===== src/rtl/sparsity_pkg.sv =====
// Shared sparsity definitions: mode encodings used by the adaptive FSM and
// this controller, plus the mode-switch controller state encoding.
package sparsity_pkg;

   typedef enum logic [1:0] {
      MODE_DENSE = 2'd0,
      MODE_2TO4  = 2'd1,
      MODE_1TO4  = 2'd2,
      MODE_1TO8  = 2'd3
   } sparsity_mode_e;

   typedef enum logic [1:0] {
      ST_RUN    = 2'd0,
      ST_DRAIN  = 2'd1,
      ST_CONFIG = 2'd2,
      ST_SETTLE = 2'd3
   } switch_state_e;

   // 16-bit increment that sticks at all-ones instead of wrapping.
   function automatic logic [15:0] sat_inc16(input logic [15:0] value);
      return (value == 16'hFFFF) ? value : value + 16'd1;
   endfunction

endpackage


===== src/rtl/sparse_inflight_tracker.sv =====
// Up/down counter of tiles issued to the array but not yet retired.
// Flags full at MAX_INFLIGHT and latches an error on a retire at zero.
module sparse_inflight_tracker #(
   parameter int MAX_INFLIGHT = 16,
   parameter int CNT_W        = $clog2(MAX_INFLIGHT + 1)
) (
   input  logic             clk,
   input  logic             reset,
   input  logic             inc,
   input  logic             dec,
   output logic [CNT_W-1:0] count,
   output logic             full,
   output logic             underflow_err
);

   localparam logic [CNT_W-1:0] CNT_MAX = CNT_W'(MAX_INFLIGHT);

   logic [CNT_W-1:0] count_reg, count_next;
   logic             err_reg, err_next;

   // Next count: simultaneous issue and retire cancel; retire at zero holds zero.
   always_comb begin
      count_next = count_reg;
      err_next   = err_reg;
      if (inc && !dec) begin
         count_next = count_reg + CNT_W'(1);
      end else if (dec && !inc && (count_reg != '0)) begin
         count_next = count_reg - CNT_W'(1);
      end
      if (dec && (count_reg == '0)) begin
         err_next = 1'b1;
      end
   end

   // Counter and sticky error registers.
   always_ff @(posedge clk) begin
      if (reset) begin
         count_reg <= '0;
         err_reg   <= 1'b0;
      end else begin
         count_reg <= count_next;
         err_reg   <= err_next;
      end
   end

   assign count         = count_reg;
   assign full          = (count_reg == CNT_MAX);
   assign underflow_err = err_reg;

endmodule


===== src/rtl/sparse_mode_switch_ctrl.sv =====
// Sequences sparsity-mode changes: gates tile issue, drains the array,
// handshakes the new mode into the decompressor, settles, then resumes.
module sparse_mode_switch_ctrl
   import sparsity_pkg::*;
#(
   parameter int MAX_INFLIGHT  = 16,
   parameter int SETTLE_CYCLES = 4,
   parameter int DRAIN_TIMEOUT = 1024
) (
   input  logic                                clk,
   input  logic                                reset,
   input  logic [1:0]                          req_mode,
   input  logic                                tile_in_valid,
   output logic                                tile_in_ready,
   output logic                                tile_out_valid,
   input  logic                                tile_out_ready,
   output logic [1:0]                          tile_out_mode,
   input  logic                                tile_done,
   output logic                                cfg_valid,
   output logic [1:0]                          cfg_mode,
   input  logic                                cfg_ready,
   output logic [1:0]                          active_mode,
   output logic                                busy,
   output logic [$clog2(MAX_INFLIGHT+1)-1:0]   inflight,
   output logic [15:0]                         switch_count,
   output logic [15:0]                         last_switch_cycles,
   output logic                                drain_timeout_err,
   output logic                                protocol_err
);

   localparam int CNT_W    = $clog2(MAX_INFLIGHT + 1);
   localparam int DRAIN_W  = $clog2(DRAIN_TIMEOUT + 1);
   localparam int SETTLE_W = $clog2(SETTLE_CYCLES + 2);
   localparam logic [DRAIN_W-1:0]  DRAIN_LAST  = DRAIN_W'(DRAIN_TIMEOUT - 1);
   localparam logic [DRAIN_W-1:0]  DRAIN_MAX   = DRAIN_W'(DRAIN_TIMEOUT);
   localparam logic [SETTLE_W-1:0] SETTLE_LAST =
      SETTLE_W'((SETTLE_CYCLES > 0) ? SETTLE_CYCLES - 1 : 0);

   switch_state_e       state_reg, state_next;
   logic [1:0]          target_reg, target_next;
   logic [1:0]          active_mode_reg, active_mode_next;
   logic [15:0]         switch_count_reg, switch_count_next;
   logic [15:0]         last_cycles_reg, last_cycles_next;
   logic [15:0]         timer_reg, timer_next;
   logic [DRAIN_W-1:0]  drain_cnt_reg, drain_cnt_next;
   logic [SETTLE_W-1:0] settle_cnt_reg, settle_cnt_next;
   logic                timeout_err_reg, timeout_err_next;

   logic [CNT_W-1:0]    inflight_count;
   logic                inflight_full;
   logic                gate;
   logic                issue;

   // Issue is blocked the moment a different mode is requested, so no tile
   // ever leaves with a stale tag.
   assign gate = (state_reg != ST_RUN) || (req_mode != active_mode_reg) || inflight_full;
   assign tile_out_valid = tile_in_valid & ~gate;
   assign tile_in_ready  = tile_out_ready & ~gate;
   assign issue          = tile_out_valid & tile_out_ready;

   sparse_inflight_tracker #(
      .MAX_INFLIGHT (MAX_INFLIGHT),
      .CNT_W        (CNT_W)
   ) u_tracker (
      .clk           (clk),
      .reset         (reset),
      .inc           (issue),
      .dec           (tile_done),
      .count         (inflight_count),
      .full          (inflight_full),
      .underflow_err (protocol_err)
   );

   // Next-state and switch bookkeeping; the timer counts every cycle spent
   // outside RUN, so the value stored on return includes the current cycle.
   always_comb begin
      state_next        = state_reg;
      target_next       = target_reg;
      active_mode_next  = active_mode_reg;
      switch_count_next = switch_count_reg;
      last_cycles_next  = last_cycles_reg;
      timer_next        = sat_inc16(timer_reg);
      drain_cnt_next    = drain_cnt_reg;
      settle_cnt_next   = settle_cnt_reg;
      timeout_err_next  = timeout_err_reg;
      cfg_valid         = 1'b0;
      case (state_reg)
         ST_RUN: begin
            timer_next = timer_reg;
            if (req_mode != active_mode_reg) begin
               target_next    = req_mode;
               timer_next     = '0;
               drain_cnt_next = '0;
               state_next     = ST_DRAIN;
            end
         end
         ST_DRAIN: begin
            if (drain_cnt_reg != DRAIN_MAX) begin
               drain_cnt_next = drain_cnt_reg + DRAIN_W'(1);
            end
            if (drain_cnt_reg >= DRAIN_LAST) begin
               timeout_err_next = 1'b1;
            end
            if (req_mode == active_mode_reg) begin
               state_next = ST_RUN;
            end else if (inflight_count == '0) begin
               target_next = req_mode;
               state_next  = ST_CONFIG;
            end
         end
         ST_CONFIG: begin
            cfg_valid = 1'b1;
            if (cfg_ready) begin
               active_mode_next  = target_reg;
               switch_count_next = switch_count_reg + 16'd1;
               if (SETTLE_CYCLES > 0) begin
                  settle_cnt_next = '0;
                  state_next      = ST_SETTLE;
               end else begin
                  last_cycles_next = sat_inc16(timer_reg);
                  state_next       = ST_RUN;
               end
            end
         end
         ST_SETTLE: begin
            if (settle_cnt_reg == SETTLE_LAST) begin
               last_cycles_next = sat_inc16(timer_reg);
               state_next       = ST_RUN;
            end else begin
               settle_cnt_next = settle_cnt_reg + SETTLE_W'(1);
            end
         end
         default: state_next = ST_RUN;
      endcase
   end

   // Controller state registers; reset aborts any switch back to DENSE.
   always_ff @(posedge clk) begin
      if (reset) begin
         state_reg        <= ST_RUN;
         target_reg       <= MODE_DENSE;
         active_mode_reg  <= MODE_DENSE;
         switch_count_reg <= '0;
         last_cycles_reg  <= '0;
         timer_reg        <= '0;
         drain_cnt_reg    <= '0;
         settle_cnt_reg   <= '0;
         timeout_err_reg  <= 1'b0;
      end else begin
         state_reg        <= state_next;
         target_reg       <= target_next;
         active_mode_reg  <= active_mode_next;
         switch_count_reg <= switch_count_next;
         last_cycles_reg  <= last_cycles_next;
         timer_reg        <= timer_next;
         drain_cnt_reg    <= drain_cnt_next;
         settle_cnt_reg   <= settle_cnt_next;
         timeout_err_reg  <= timeout_err_next;
      end
   end

   assign cfg_mode           = target_reg;
   assign active_mode        = active_mode_reg;
   assign tile_out_mode      = active_mode_reg;
   assign busy               = (state_reg != ST_RUN);
   assign inflight           = inflight_count;
   assign switch_count       = switch_count_reg;
   assign last_switch_cycles = last_cycles_reg;
   assign drain_timeout_err  = timeout_err_reg;

endmodule


===== config.mk =====
export PLATFORM = sky130hd
export DESIGN_NAME = sparse_mode_switch_ctrl
export DESIGN_NICKNAME = d
export VERILOG_FILES = /design/src/rtl/sparsity_pkg.sv /design/src/rtl/sparse_inflight_tracker.sv /design/src/rtl/sparse_mode_switch_ctrl.sv
export SDC_FILE = /design/constraint.sdc
export NUM_CORES = 1
export LEC_CHECK = 0
export ABC_CLOCK_PERIOD_IN_PS = 3530
export BUFFER_PORTS_ARGS = -buffer_cell sky130_fd_sc_hd__buf_2
export CORE_MARGIN = 2
export CORE_UTILIZATION = 57
export CTS_CLUSTER_DIAMETER = 100
export DETAILED_ROUTE_END_ITERATION = 10
export PLACE_DENSITY = 0.8
export SLEW_MARGIN = 20
export SYNTH_ARGS = -nofsm -noshare
export SYNTH_HDL_FRONTEND = slang
export SYNTH_SLANG_ARGS = --single-unit

===== constraint.sdc =====
create_clock -name clk -period 3.53 [get_ports clk]
set_input_delay 0.1765 -clock clk [delete_from_list [all_inputs] [get_ports clk]]
set_output_delay 0.1765 -clock clk [all_outputs]
set_load 0.02 [all_outputs]

Word-level counts from Yosys, hierarchy flattened. Cells that the tools add are included.

Add/sub/neg operators: 6. $lt $le $gt $ge: 1. Eq/ne operators: 17. Muxes and demuxes: 22. Bitwise logic cells: 4. Reductions and logical operators: 22.

Operator list (count): 2-to-1 mux 16 bit (3); adder 16 x 1 -> 16 bit, second input constant (2); 2-to-1 mux 11 bit (2); one-hot mux 11 bit (2 select lines) (1); == test 16 bit, second input constant (1); 2-to-1 mux 2 bit (8); inequality test 2 bit, second input constant (7); adder 11 x 1 -> 11 bit, second input constant (1); >= comparator 11 x 10 -> 1 bit, second input constant (1); inequality test 11 bit, second input constant (1); 2-to-1 mux 5 bit (2); one-hot mux 2 bit (4 select lines) (1); AND reduction 4 bit (2); nonzero test 2 bit (4); 2-to-1 mux 3 bit (2); one-hot mux 3 bit (2 select lines) (1); AND reduction 2 bit (3); AND reduction 3 bit (2); adder 5 x 1 -> 5 bit, second input constant (1); == test 5 bit, second input constant (1); logical NOT 5 bit (1); nonzero test 5 bit (1); subtractor 5 x 1 -> 5 bit, second input constant (1); == test 2 bit, second input constant (2); other kinds (14) (21).

Register bits: 75. Input port bits: 8. Output and inout port bits: 49.

Longest topological paths before layout.
Word-level depth: 11. Gate-level depth with buffers: 12.

By module. A second synthesis with hierarchy kept.

Cells, all modules: 451. Area, all modules: 3872.5 um2.

Modules (own cells, without submodules): sparse_mode_switch_ctrl (times used 1, cells each 407, area each 3450.8 um2, sequential area each 1381.3 um2); sparse_inflight_tracker (times used 1, cells each 44, area each 421.7 um2, sequential area each 120.1 um2).

Least setup slack after synthesis. No wires, ideal clock.

Path kind: register -> register. From: register state_reg[0]. To: register u_tracker.count_reg[4] (netlist: u_tracker.count[4]). Library setup time: 0.064 ns. Arrival: 2.496 ns. Path slack: 0.971 ns. Cell stages (with the launch flop): 12. Clock period less this slack: 2.559 ns. Path through: dfxtp_1 buf_4 nor2_4 inv_2 nor3_2 nand3_2 ha_1 nor2b_1 o21ai_0 nand2_1 or4_1 nand4_1.

Cells in the longest elaborated chain, start to end: 10. Elaborated cells on any way between the ends: 12. Those cells by class: mux: 1; bitwise: 3; reduce/logical: 8.

RTL lines: start: declaration (RTL line sparse_mode_switch_ctrl.sv:39) `switch_state_e state_reg, state_next;`; start signal: assignment (RTL line sparse_mode_switch_ctrl.sv:150) `state_reg <= state_next;`; nonzero test 2 bit (*); net busy (RTL line sparse_mode_switch_ctrl.sv:23) `output logic busy,`; logical OR 1 bit (*) (2 in a row) (RTL line sparse_mode_switch_ctrl.sv:56) `assign gate = (state_reg != ST_RUN) || (req_mode != active_mode_reg) || inflight_full;`; inverter 1 bit (*) (RTL line sparse_mode_switch_ctrl.sv:57) `assign tile_out_valid = tile_in_valid & ~gate;`; AND 1 bit (*) (RTL line sparse_mode_switch_ctrl.sv:57); AND 1 bit (*) (RTL line sparse_mode_switch_ctrl.sv:59) `assign issue = tile_out_valid & tile_out_ready;`; logical NOT 1 bit (RTL line sparse_inflight_tracker.sv:27) `end else if (dec && !inc && (count_reg != '0)) begin`; logical AND 1 bit (2 in a row) (RTL line sparse_inflight_tracker.sv:27); nonzero test 2 bit (no line); end signal: assignment (RTL line sparse_inflight_tracker.sv:41) `count_reg <= count_next;`; end: declaration (RTL line sparse_inflight_tracker.sv:18) `logic [CNT_W-1:0] count_reg, count_next;`.

The timed path passes the listed nets; every way through them passes the cells marked *. A chain may end at the register's enable or synchronous reset.

==> results summary <==
The number of global-route vias before repair came out at 3153. The number of DRC markers after the initial detailed-route iteration is 149. The die is 86.8 µm wide. The average via count per standard cell came out at 5.85. Setup repair after global routing left no endpoint under its margin. 57 I/O pins were placed. Power spread over the standard cell area amounts to 527 nW/µm².

The path class of the tightest hold or removal check is in -> reg. The die height came out at 86.8 µm. The number of vias after detailed routing came out at 3513. For this design, the CTS-stage hold fixing added 0 buffers. The final worst-path setup slack is 552 ps. Setup violations remaining at the end of the flow were counted as 0. For this run, the leading register cell type out of synthesis is sky130_fd_sc_hd__dfxtp_1. For the final database, setup skew stands at 7.71 ps. Setup total negative slack on the finished layout was measured at 0 ps.

The DRC violation count after routing came out at 0. The synthesized area is 3910 µm². Wire segments on met2 add up to 3.96 mm in the final route. The clock insertion delay at the later pin of the skew report is 350 ps. At the pin with the least slew margin, the transition time is 1070 ps. The starting utilization of the core area is 58.2%. The worst setup path is captured at a register. The worst-case IR drop observed on VDD is 419 µV. Summed over all cells, the static leakage comes to 1.70 nW. The post-synthesis area per instance came out at 8.33 µm². The proportion of synthesized chip area in sequential cells came out at 38.4%.

The area taken by flip-flops and latches is 1500 µm². The number of buffers created by CTS is 9. At the worst endpoint, the arrival time is 3270 ps.

In this run the tightest slew margin relative to its limit is 28.7%. Clock tree synthesis selected as its root buffer the cell sky130_fd_sc_hd__clkbuf_8. The post-synthesis cell count is 469.

Across the run, the number of max-cap violations was 0. In this run the standard cell core region covers 6720 µm². The library cells used most frequently in the layout, excluding fill and tap cells, are sky130_fd_sc_hd__dfxtp_1, sky130_fd_sc_hd__nor2_1, sky130_fd_sc_hd__buf_2. The number of fill cells in the layout came out at 567.

The number of cell rows is 30. The final period utilization came out at 84.4%. The total of buffers placed on input and output ports is 56. The area occupied by multi-input gates is 2250 µm². The largest driver fanout on the critical path is 13. The fmax is 0.336 GHz. The first-pass GRT wire length came out at 14.4 mm.

The maximum number of pins on one net before global-route repair came out at 59. The placement-stage worst setup slack is 603 ps. The clock-pin transition on the worst setup and hold timing paths came out at 80 ps. The initial antenna violation count came out at 0.

The final max-slew violation count was 0. The worst setup path is of the reg -> reg kind. The post-detailed-route wirelength per cell is 14.1 µm. The library cell used most frequently in the layout, excluding fill and tap cells, is sky130_fd_sc_hd__dfxtp_1. The critical path required time is 3820 ps. The Yosys warning count came out at 0. The element type at the critical path start is a register.

Detailed routing placed a total of 464 µm of wire on met3. The number of search-and-repair iterations in the first detailed-routing pass is 4. The level count of the clock H-tree came out at 3.

The run finished with clean final reports. The residual antenna-violating net count after detailed routing is 0. After detailed routing, no signal wire sits above met4.

The number of gates resized after CTS came out at 0. Global routing finished with a remaining overflow of 0. For this run, asynchronously set or reset flops after synthesis account for 0%. The fraction of layout cells with a size suffix above 1 came out at 17.9%. The HPWL after detailed placement is 6.09 mm.

The area overhead of the layout relative to synthesis is 12.2%. The final hold violation count is 0. The CTS sink count is 75.

The repair_antennas step left the layout with diodes totalling 0. Counting along the longest clock path gives a buffer depth of 2. The total length of routed wires is 8.49 mm. The floorplan die area is 7530 µm².

After layout, the minimum clock period comes to 2980 ps. The wire length on met1 is 3.90 mm. The synthesis-stage register bit count came out at 75.

The number of nets in the synthesized netlist is 488. The number of unique standard cell types used by synthesis came out at 59. The net count of the finished layout is 535. TritonCTS built the clock tree. The number of post-CTS setup repair buffers is 0. The routability congestion estimate from global placement is 0.922. The all-layer global routing usage came out at 23.7%. The number of enable-type register cells in the synthesized netlist came out at 0.
-- logic make-up after synthesis --
logic type	count (synthesis)	share of synthesized area (%)
buffers and inverters	36	4.03
AO/OA/AOI/OAI	97	15.4
AND/OR/NAND/NOR	208	28.7
adder cells (fa/ha/maj)	11	3.71
flip-flops	75	38.4
XOR/XNOR	33	7.40
multiplexers	9	2.34
-- per-stage QoR --
stage          cells  hold WS, ps  util, %  cell area (µm²)  total power [mW]
6_report         601          112     65.2             4380              2.31
2_1_floorplan    469          317        -             3910              1.54
3_5_place_dp     585          441     62.4             4190              1.71
4_1_cts          601          111     65.2             4380              2.32
5_1_grt          601          140     65.2             4380              2.46
3_3_place_gp     585          431     62.4             4190              1.68
-- path summary, 6_finish.rpt --
check | endpoint | from | slack, ps | cells past startpoint
max | u_tracker.count[4]$_SDFFE_PP0P_ | register | 550 | 11
min | cfg_mode[1]$_SDFFE_PP0P_ | req_mode[1] | 110 | 3
max reg2reg | u_tracker.count[4]$_SDFFE_PP0P_ | register | 550 | 11
min reg2reg | drain_timeout_err$_SDFFE_PP0P_ | drain_timeout_err$_SDFFE_PP0P_ | 450 | 2
-- layer usage --
| layer | vias up | GRT usage, % |
|---|---|---|
| met5 | - | 0 |
| met1 | 1637 | 31.0 |
| li1 | 1768 | - |
| met4 | 0 | 10.8 |
| met2 | 92 | 37.0 |
| met3 | 16 | 5.62 |
-- cell type report --
cell class / count / share of cell area [%]
clock buffer: 11 / 3.45
clock inverter: 5 / 0.856
inverter: 15 / 1.28
multi-input combinational: 358 / 51.3
sequential: 75 / 34.3
tap: 80 / 2.28
timing repair buffer: 57 / 6.57
-- report_power, final --
| group | internal [mW] | switching (mW) | leakage [nW] |
|---|---|---|---|
| Combinational | 0.265 | 0.434 | 1.00 |
| Clock | 0.294 | 0.320 | 0.0915 |
| Sequential | 0.906 | 0.0910 | 0.606 |
| Total | 1.46 | 0.845 | 1.70 |
-- cells in the mapped netlist, drive strengths merged, types with 2 or more instances --
cell type / instances / area share (%)
dfxtp: 75 / 38
nor2: 59 / 5.9
a21oi: 42 / 5.4
nand2: 41 / 3.9
nand3: 25 / 3.5
xor2: 19 / 4.3
clkbuf: 15 / 1.5
inv: 15 / 1.4
o21ai: 15 / 2.0
xnor2: 14 / 3.1
a211oi: 12 / 2.4
nand4: 12 / 2.3
a31oi: 11 / 1.8
ha: 10 / 3.2
nand2b: 10 / 1.6
and3: 8 / 1.3
mux2i: 8 / 2.0
nor3: 8 / 1.3
nor4: 7 / 1.9
or2: 7 / 1.1
buf: 6 / 1.1
nor2b: 6 / 0.96
or3: 6 / 0.96
o211ai: 5 / 0.96
and4: 4 / 0.90
and2: 3 / 0.54
nand3b: 3 / 0.58
nand4b: 3 / 0.67
or4: 3 / 0.67
a22oi: 2 / 0.38
a311oi: 2 / 0.61
nor3b: 2 / 0.38
-- worst max-delay path, stage by stage, from the launching register on --
cell	delay, ps
sky130_fd_sc_hd__dfxtp_1	440
sky130_fd_sc_hd__nor2_4	240
sky130_fd_sc_hd__inv_2	110
sky130_fd_sc_hd__nor3_2	360
sky130_fd_sc_hd__nand3_2	260
sky130_fd_sc_hd__inv_1	240
sky130_fd_sc_hd__fa_1	250
sky130_fd_sc_hd__nor2b_1	50
sky130_fd_sc_hd__o21ai_0	320
sky130_fd_sc_hd__nand2_1	90
sky130_fd_sc_hd__or4_1	470
sky130_fd_sc_hd__nand4_1	90
(Power assumes the default switching activity.)
